--- src/rtl/vmem_write_arbiter.sv ---
// Round-robin burst arbiter sharing the video-memory write port among N_REQ drawing engines.
// Beats outside the visible square are accepted but dropped and counted.
module vmem_write_arbiter #(
    parameter int unsigned N_REQ     = 4,
    parameter int unsigned MAX_BURST = 16,
    parameter int unsigned VIS_MAX   = 239
) (
    input  logic                  w_clk,
    input  logic                  w_rst_n,
    input  logic [N_REQ-1:0]      w_req_valid,
    input  logic [16*N_REQ-1:0]   w_req_addr,
    input  logic [16*N_REQ-1:0]   w_req_data,
    output logic [N_REQ-1:0]      w_req_ready,
    input  logic                  w_freeze,
    output logic [15:0]           r_st_wadr,
    output logic [15:0]           r_st_wdata,
    output logic                  r_st_we,
    output logic [2:0]            r_grant_id,
    output logic                  r_busy,
    output logic [15:0]           r_clip_cnt
);

    localparam int unsigned GW       = 3;
    localparam int unsigned CW       = 8;
    localparam logic [CW-1:0] BURST_LIM = CW'(MAX_BURST);
    localparam logic [7:0]    VIS_LIM   = 8'(VIS_MAX);

    typedef enum logic {IDLE, GRANT} state_t;

    state_t          state, state_nxt;
    logic [GW-1:0]   rr_ptr, rr_nxt;
    logic [CW-1:0]   beat_cnt, beat_nxt;
    logic [GW-1:0]   grant_nxt;
    logic            we_nxt;
    logic [15:0]     wadr_nxt, wdata_nxt, clip_nxt;

    logic            sel_valid;
    logic [15:0]     sel_addr, sel_data;
    logic            arb_found;
    logic [GW-1:0]   arb_idx;
    logic            xfer, clipped;
    logic [GW-1:0]   grant_inc;

    // Granted requester's beat, and first valid requester scanning from rr_ptr
    always_comb begin
        sel_valid = 1'b0;
        sel_addr  = '0;
        sel_data  = '0;
        arb_found = 1'b0;
        arb_idx   = '0;
        for (int unsigned i = 0; i < N_REQ; i++) begin
            if (r_grant_id == GW'(i)) begin
                sel_valid = w_req_valid[i];
                sel_addr  = w_req_addr[16*i +: 16];
                sel_data  = w_req_data[16*i +: 16];
            end
        end
        for (int unsigned k = 0; k < N_REQ; k++) begin
            for (int unsigned j = 0; j < N_REQ; j++) begin
                if (!arb_found && w_req_valid[j] &&
                    ((32'(rr_ptr) + k == j) || (32'(rr_ptr) + k == j + N_REQ))) begin
                    arb_found = 1'b1;
                    arb_idx   = GW'(j);
                end
            end
        end
    end

    // Ready is decoded from registered grant state, gated only by freeze
    always_comb begin
        w_req_ready = '0;
        for (int unsigned i = 0; i < N_REQ; i++) begin
            w_req_ready[i] = (state == GRANT) && !w_freeze && (r_grant_id == GW'(i));
        end
    end

    assign xfer      = (state == GRANT) && sel_valid && !w_freeze;
    assign clipped   = (sel_addr[7:0] > VIS_LIM) || (sel_addr[15:8] > VIS_LIM);
    assign grant_inc = (r_grant_id == GW'(N_REQ - 1)) ? '0 : r_grant_id + GW'(1);

    // Next-state and next-output logic
    always_comb begin
        state_nxt = state;
        rr_nxt    = rr_ptr;
        beat_nxt  = beat_cnt;
        grant_nxt = r_grant_id;
        we_nxt    = 1'b0;
        wadr_nxt  = r_st_wadr;
        wdata_nxt = r_st_wdata;
        clip_nxt  = r_clip_cnt;
        case (state)
            IDLE: begin
                if (!w_freeze && arb_found) begin
                    grant_nxt = arb_idx;
                    beat_nxt  = '0;
                    state_nxt = GRANT;
                end
            end
            GRANT: begin
                if (xfer) begin
                    beat_nxt = beat_cnt + CW'(1);
                    if (clipped) begin
                        if (r_clip_cnt != 16'hFFFF) clip_nxt = r_clip_cnt + 16'd1;
                    end else begin
                        we_nxt    = 1'b1;
                        wadr_nxt  = sel_addr;
                        wdata_nxt = sel_data;
                    end
                    if (beat_cnt + CW'(1) == BURST_LIM) begin
                        state_nxt = IDLE;
                        rr_nxt    = grant_inc;
                    end
                end else if (!sel_valid && !w_freeze) begin
                    state_nxt = IDLE;
                    rr_nxt    = grant_inc;
                end
            end
            default: state_nxt = IDLE;
        endcase
    end

    always_ff @(posedge w_clk or negedge w_rst_n) begin
        if (!w_rst_n) begin
            state      <= IDLE;
            rr_ptr     <= '0;
            beat_cnt   <= '0;
            r_grant_id <= '0;
            r_busy     <= 1'b0;
            r_st_we    <= 1'b0;
            r_st_wadr  <= '0;
            r_st_wdata <= '0;
            r_clip_cnt <= '0;
        end else begin
            state      <= state_nxt;
            rr_ptr     <= rr_nxt;
            beat_cnt   <= beat_nxt;
            r_grant_id <= grant_nxt;
            r_busy     <= (state_nxt == GRANT);
            r_st_we    <= we_nxt;
            r_st_wadr  <= wadr_nxt;
            r_st_wdata <= wdata_nxt;
            r_clip_cnt <= clip_nxt;
        end
    end

endmodule

--- config.mk ---
export PLATFORM = sky130hd
export DESIGN_NAME = vmem_write_arbiter
export DESIGN_NICKNAME = d
export VERILOG_FILES = /design/src/rtl/vmem_write_arbiter.sv
export SDC_FILE = /design/constraint.sdc
export NUM_CORES = 1
export LEC_CHECK = 0
export ABC_AREA = 1
export CELL_PAD_IN_SITES_DETAIL_PLACEMENT = 1
export CELL_PAD_IN_SITES_GLOBAL_PLACEMENT = 1
export CORE_ASPECT_RATIO = 0.8
export CORE_MARGIN = 8
export CORE_UTILIZATION = 29
export CTS_BUF_LIST = sky130_fd_sc_hd__clkbuf_2
export CTS_CLUSTER_SIZE = 40
export DETAILED_ROUTE_END_ITERATION = 12
export HOLD_SLACK_MARGIN = 0.12
export PLACE_DENSITY_LB_ADDON = 0.1
export SYNTH_ARGS = -nofsm -noshare
export SYNTH_HDL_FRONTEND = slang
export SYNTH_SLANG_ARGS = --single-unit
--- constraint.sdc ---
create_clock -name w_clk -period 2.8 [get_ports w_clk]
set_input_delay 0.56 -clock w_clk [delete_from_list [all_inputs] [get_ports w_clk]]
set_output_delay 0.56 -clock w_clk [all_outputs]
set_load 0.005 [all_outputs]
After elaboration in Yosys (flattened, before gate mapping)
Index checks and enable logic that the tools add are counted.
{"block": "totals", "register_bits": 64, "word_cells": 197, "out_inout_bits": 57}
{"block": "classes", "bitwise": 2, "eq_ne": 36, "reduce_logical": 85, "muxes": 58, "order_cmp": 2, "n_addsub": 6}
{"operator": "$eq 32x3->1 const B", "n": 9}
{"operator": "$eq 32x2->1 const B", "n": 6}
{"operator": "$logic_not 32->1", "n": 4}
{"operator": "$mux 16", "n": 8}
{"operator": "$eq 32x1->1 const B", "n": 3}
{"operator": "$mux 3", "n": 18}
{"operator": "$logic_and 1x1->1", "n": 40}
{"operator": "$mux 1", "n": 28}
{"operator": "$logic_not 1->1", "n": 17}
{"operator": "$logic_or 1x1->1", "n": 17}
{"operator": "$add 16x1->16 const B", "n": 1}
{"operator": "$gt 8x8->1 const B", "n": 2}
{"operator": "$mux 8", "n": 2}
{"operator": "$ne 16x16->1 const B", "n": 1}
{"operator": "$pmux 8 s2", "n": 1}
{"operator": "$eq 3x2->1 const B", "n": 4}
{"operator": "$eq 3x3->1 const B", "n": 4}
{"operator": "$eq 4x3->1 const B", "n": 3}
{"operator": "$add 3x2->4 const B", "n": 2}
{"operator": "$add 8x1->8 const B", "n": 1}
{"operator": "$eq 8x5->1 const B", "n": 1}
{"operator": "$eq 3x1->1 const B", "n": 2}
{"operator": "$reduce_and 3->1", "n": 2}
{"operator": "$add 3x1->4 const B", "n": 1}
{"operator": "other kinds (9)", "n": 12}

Logic depth before layout (Yosys ltp)
{"block": "depth", "word_depth": 67, "depth_mapped": 17, "mapped_depth_nobuf": 16}

Least setup slack after synthesis
Ideal clock, no wire load.
{"block": "synth_path", "path_type": "flip-flop to flip-flop", "start": "register r_grant_id[0]", "end": "register r_clip_cnt[7]", "t_arrival_ns": 2.108, "path_buffers": 3, "setup_time_ns": 0.079, "period_less_slack_ns": 2.188, "required_ns": 2.721, "slack_ns": 0.612, "stages_incl_launch_ff": 16, "cell_sequence": "dfrtp_1 -> inv_1 -> ha_1 -> buf_2 -> inv_1 -> buf_4 -> nand2_1 -> a21oi_1 -> nand4_1 -> nand2_2 -> nand2_2 -> buf_6 -> inv_4 -> nand4_2 -> nor2_2 -> xor2_1"}
{"block": "synth_between", "elab_chain_cells": 8}
{"item": "start: declaration", "line_no": "18", "rtl": "output logic [2:0] r_grant_id,"}
{"item": "start signal: assignment", "line_no": "137", "rtl": "r_grant_id <= grant_nxt;"}
{"item": "$logic_not 3->1", "line_no": "52", "rtl": "if (r_grant_id == GW'(i)) begin"}
{"item": "$mux 16 / $mux 1 (equally long branches) (4 in series)", "line_no": "52"}
{"item": "$gt 8x8->1 / $logic_and 1x1->1 (equally long branches)", "line_no": "78, 77"}
{"item": "$logic_or 1x1->1 / $logic_and 1x1->1 (equally long branches)", "line_no": "78, 77"}
{"item": "$reduce_and 4->1 (no source line) (*)"}
{"item": "end signal: assignment", "line_no": "142", "rtl": "r_clip_cnt <= clip_nxt;"}
{"item": "end: declaration", "line_no": "20", "rtl": "output logic [15:0] r_clip_cnt"}
Every way passes the cells marked *; elsewhere a longest branch is shown, timed or not.
A chain may end at the register's enable or synchronous reset.

Worst setup path in the final report
{"block": "layout_path", "start": "register r_grant_id[0]", "end": "output port w_req_ready[0]"}
{"block": "layout_between", "elab_chain_cells": 2}
{"item": "$logic_not 3->1", "line_no": "73", "rtl": "w_req_ready[i] = (state == GRANT) && !w_freeze && (r_grant_id == GW'(i));"}
{"item": "$logic_and 1x1->1", "line_no": "73"}
{"item": "end: declaration", "line_no": "13", "rtl": "output logic [N_REQ-1:0] w_req_ready,"}
No other way between the ends.

==> impl_metrics.xml <==
<?xml version="1.0" encoding="UTF-8"?>
<metrics>
  <group name="cells_and_area">
    <metric name="seq_area" unit="sq um">1550</metric>
    <metric name="post_route_cells_drive_above_1_share" unit="%">9.27</metric>
    <metric name="most_common_cell_after_layout_fill_and_taps_aside" unit="">sky130_fd_sc_hd__clkdlybuf4s50_1</metric>
    <metric name="area_used_by_multi_input_combinational_logic" unit="sq um">2380</metric>
    <metric name="num-nets-final" unit="">917</metric>
    <metric name="leading_cell_types_in_the_layout_fill_and_taps_excluded" unit="">sky130_fd_sc_hd__clkdlybuf4s50_1, sky130_fd_sc_hd__nand2_1, sky130_fd_sc_hd__o21ai_0, sky130_fd_sc_hd__dfrtp_1, sky130_fd_sc_hd__nand3_1</metric>
    <metric name="fill_cells" unit="">1765</metric>
    <metric name="area_delta_synth_final" unit="%">56.4</metric>
    <metric name="final_cell_area" unit="sq um">6560</metric>
    <metric name="final_core_util" unit="%">46.2</metric>
  </group>
  <group name="clocking">
    <metric name="cts-htree-levels" unit="">3</metric>
    <metric name="ctsRootBufferMaster" unit="">sky130_fd_sc_hd__clkbuf_2</metric>
    <metric name="cts_buffers" unit="">9</metric>
    <metric name="tritoncts" unit="">done</metric>
    <metric name="worst_skew_pair.late_latency" unit="ns">0.49</metric>
    <metric name="clock-sinks" unit="">62</metric>
    <metric name="clkTransAtPathRegs" unit="ns">0.16</metric>
    <metric name="clockBufferDepth" unit="">2</metric>
  </group>
  <group name="worst_setup_path">
    <metric name="worst_ep_arrival_time" unit="ns">2.06</metric>
    <metric name="ff2ff_path_depth" unit="">16</metric>
    <metric name="worst_setup_path_start_kind" unit="">register</metric>
    <metric name="critPathCaptureType" unit="">output port</metric>
    <metric name="cp_data_required_time" unit="ns">2.24</metric>
    <metric name="timing_worst_setup_path_type" unit="">reg -&gt; out</metric>
    <metric name="biggest_fanout_along_the_worst_timing_path" unit="">17</metric>
  </group>
  <group name="global_route">
    <metric name="all_layer_gr_usage" unit="%">18.6</metric>
    <metric name="grt_overflow" unit="">0</metric>
    <metric name="gr-usage-met3" unit="%">4.43</metric>
    <metric name="grt_antenna_before_repair" unit="">0</metric>
    <metric name="grt_pass1_wl" unit="mm">27.2</metric>
    <metric name="pin_count_of_the_biggest_net_entering_global_routing" unit="">47</metric>
    <metric name="busiest_grt_layer" unit="">met2</metric>
    <metric name="vias_in_the_first_global_route" unit="">4927</metric>
    <metric name="met2_global_route_usage" unit="%">32.2</metric>
    <metric name="grt_util_met1" unit="%">23.1</metric>
  </group>
  <group name="die">
    <metric name="fp.coreArea" unit="sq um">14200</metric>
    <metric name="x_dimension_of_the_die" unit="um">150</metric>
    <metric name="ioPinCount" unit="">192</metric>
    <metric name="die_h" unit="um">124</metric>
    <metric name="overall_die_area" unit="sq um">18600</metric>
    <metric name="row_count" unit="">39</metric>
    <metric name="floorplan.initialDensity" unit="%">29.6</metric>
  </group>
  <group name="sta">
    <metric name="min_period" unit="ns">2.62</metric>
    <metric name="post-route-period-util" unit="%">93.7</metric>
    <metric name="setup_violations" unit="">0</metric>
    <metric name="worst_rel_slew_slack" unit="%">54.1</metric>
    <metric name="hold_violations" unit="">0</metric>
    <metric name="clock.fmax" unit="MHz">381</metric>
    <metric name="timing.clock.skew" unit="ns">0.0211</metric>
    <metric name="worst-slew-pin-transition" unit="ns">0.689</metric>
    <metric name="worst_hold_slack" unit="ns">0.511</metric>
    <metric name="rsz0062_at_grt" unit="">false</metric>
    <metric name="finalMaxSlewViolations" unit="">0</metric>
  </group>
  <group name="power">
    <metric name="power.density" unit="nW/um^2">837</metric>
    <metric name="irDropWorstVdd" unit="mV">0.353</metric>
    <metric name="total_power" unit="uW">5490</metric>
    <metric name="power.leakage" unit="uW">0.00285</metric>
  </group>
  <group name="route">
    <metric name="drt.antenna.violating_nets" unit="">0</metric>
    <metric name="detail_route.iter0.violations" unit="">178</metric>
    <metric name="route.vias.total" unit="">4714</metric>
    <metric name="drt-vias-per-instance" unit="">4.90</metric>
    <metric name="routedWlPerCell" unit="um">18.6</metric>
    <metric name="firstDrtPassIters" unit="">4</metric>
    <metric name="postRouteWirelength" unit="mm">17.9</metric>
    <metric name="remaining_drc_errors" unit="">0</metric>
  </group>
  <group name="placed_design">
    <metric name="finalWeightedCongestion" unit="">0.827</metric>
    <metric name="dp_hpwl" unit="mm">13.6</metric>
    <metric name="placed_area" unit="sq um">6320</metric>
    <metric name="io_buffer_count" unit="">190</metric>
  </group>
  <group name="flow_run">
    <metric name="cap_viol_max_count" unit="">0</metric>
  </group>
  <group name="logic_synthesis">
    <metric name="syn_inst" unit="">581</metric>
    <metric name="ys_ff_latch" unit="">62</metric>
    <metric name="yosysSeqAreaShare" unit="%">37.0</metric>
    <metric name="net_count_of_the_mapped_netlist" unit="">723</metric>
    <metric name="synthesis.area" unit="sq um">4200</metric>
    <metric name="syn_area_per_cell" unit="sq um">7.22</metric>
    <metric name="ys_warn_count" unit="">0</metric>
    <metric name="ys_types" unit="">34</metric>
  </group>
  <group name="min_path">
    <metric name="hold_path_depth" unit="">1</metric>
    <metric name="worstHoldPathType" unit="">reg -&gt; reg</metric>
  </group>
  <group name="status">
    <metric name="status" unit="">complete, no violations</metric>
  </group>
</metrics>
[power breakdown]
part | internal [uW] | switching (uW) | total (uW)
Clock | 102 | 317 | 419
Combinational | 1750 | 1890 | 3640
Sequential | 1210 | 227 | 1430
[critical path, stage by stage (launching register included)]
cell and delay, ns:
sky130_fd_sc_hd__dfrtp_1 0.44, sky130_fd_sc_hd__inv_2 0.10, sky130_fd_sc_hd__ha_4 0.20, sky130_fd_sc_hd__buf_12 0.17
sky130_fd_sc_hd__inv_1 0.05, sky130_fd_sc_hd__nor2_1 0.09, sky130_fd_sc_hd__clkdlybuf4s50_1 0.53
[logic make-up after synthesis]
family                     share of synthesized area, %
muxes                                              1.61
adders and majority gates                          2.09
DFF                                                37.0
and+or+nand+nor                                    30.1
xor gates and xnor gates                           4.38
AOI/OAI and AO/OA                                  17.5
buffers and inverters                              7.19
other                                            0.0894
[cells in the mapped netlist]
| library cell | count | share of area (%) |
|---|---|---|
| sky130_fd_sc_hd__o31ai_1 | 1 | 0.18 |
| sky130_fd_sc_hd__nand3b_1 | 3 | 0.54 |
| sky130_fd_sc_hd__o21a_1 | 26 | 4.7 |
| sky130_fd_sc_hd__nor4_1 | 2 | 0.30 |
| sky130_fd_sc_hd__nand2_1 | 156 | 14 |
| sky130_fd_sc_hd__o211ai_1 | 1 | 0.18 |
| sky130_fd_sc_hd__nand4_1 | 8 | 1.2 |
| sky130_fd_sc_hd__xor2_1 | 15 | 3.1 |
| sky130_fd_sc_hd__nand2_2 | 5 | 0.75 |
| sky130_fd_sc_hd__nor2_4 | 1 | 0.27 |
| sky130_fd_sc_hd__conb_1 | 1 | 0.089 |
| sky130_fd_sc_hd__nor3_1 | 3 | 0.36 |
| sky130_fd_sc_hd__nor3b_1 | 1 | 0.18 |
| sky130_fd_sc_hd__clkinv_1 | 1 | 0.089 |
| sky130_fd_sc_hd__buf_1 | 4 | 0.36 |
| sky130_fd_sc_hd__inv_2 | 1 | 0.089 |
| sky130_fd_sc_hd__buf_6 | 4 | 1.1 |
| sky130_fd_sc_hd__buf_4 | 5 | 0.89 |
| sky130_fd_sc_hd__xnor2_1 | 6 | 1.3 |
| sky130_fd_sc_hd__a21oi_1 | 40 | 4.8 |
| sky130_fd_sc_hd__inv_1 | 27 | 2.4 |
| sky130_fd_sc_hd__o21ai_0 | 61 | 7.3 |
| sky130_fd_sc_hd__dfrtp_1 | 62 | 37 |
| sky130_fd_sc_hd__nand3_1 | 53 | 6.3 |
| sky130_fd_sc_hd__o21ai_1 | 4 | 0.48 |
| sky130_fd_sc_hd__nand4_2 | 4 | 1.2 |
| sky130_fd_sc_hd__ha_1 | 7 | 2.1 |
| sky130_fd_sc_hd__buf_2 | 8 | 0.95 |
| sky130_fd_sc_hd__inv_4 | 1 | 0.15 |
| sky130_fd_sc_hd__clkbuf_1 | 13 | 1.2 |
| sky130_fd_sc_hd__mux2_2 | 6 | 1.6 |
| sky130_fd_sc_hd__nor2_1 | 46 | 4.1 |
| sky130_fd_sc_hd__nor3_4 | 1 | 0.39 |
| sky130_fd_sc_hd__nor2_2 | 4 | 0.60 |
[worst paths after layout]
check / startpoint / endpoint / slack (ns)
setup / recovery: r_grant_id[0]$_DFFE_PN0P_ / w_req_ready[0] / 0.18
hold / removal: r_st_wdata[13]$_DFFE_PN0P_ / r_st_wdata[13]$_DFFE_PN0P_ / 0.51
hold reg to reg: r_st_wdata[13]$_DFFE_PN0P_ / r_st_wdata[13]$_DFFE_PN0P_ / 0.51
max in group asynchronous: w_rst_n / state$_DFF_PN0_ / 1.52
min in group asynchronous: w_rst_n / r_st_wdata[10]$_DFFE_PN0P_ / 0.62
setup reg to reg: r_grant_id[0]$_DFFE_PN0P_ / r_clip_cnt[14]$_DFFE_PN0P_ / 0.29
[stage by stage]
| stage | worst slack [ns] | TNS (ns) | std cells |
|---|---|---|---|
| floorplan | 0.612 | 0 | 581 |
| global placement | 0.0256 | 0 | 939 |
| detailed placement | -0.0548 | -0.340 | 939 |
| CTS | 0.00422 | 0 | 957 |
| global route | 0.00970 | 0 | 961 |
| finish | 0.176 | 0 | 963 |
[repair_timing]
item / 4_1_cts / 5_1_grt
hold buffers: 1 / 0
setup buffers: 3 / 3
gates resized for setup: 6 / 11
endpoints found under the setup margin: 4 / 9
cloned: 1 / 1
hold endpoints to repair: 27 / 0
[cell type report]
type | instances | share of cell area, %
Multi-Input combinational cell | 455 | 36.3
Timing Repair Buffer | 217 | 33.6
Sequential cell | 62 | 23.7
Tap cell | 184 | 3.51
Inverter | 30 | 1.89
Clock buffer | 10 | 0.763
Clock inverter | 3 | 0.229
Antenna cell | 2 | 0.0763
[flip-flops by register name (all words and copies together), names as in the netlist]
signal / cells
r_clip_cnt: 16
r_st_wadr: 16
r_st_wdata: 16
beat_cnt: 8
r_grant_id: 2
rr_ptr: 2
r_st_we: 1
state: 1
[layer usage]
metal	wire length (um)	share of wire, %
met5	0	0
met4	154	0.86
met3	1190	6.7
met2	8710	49
met1	7840	44
(Power assumes the default switching activity.)
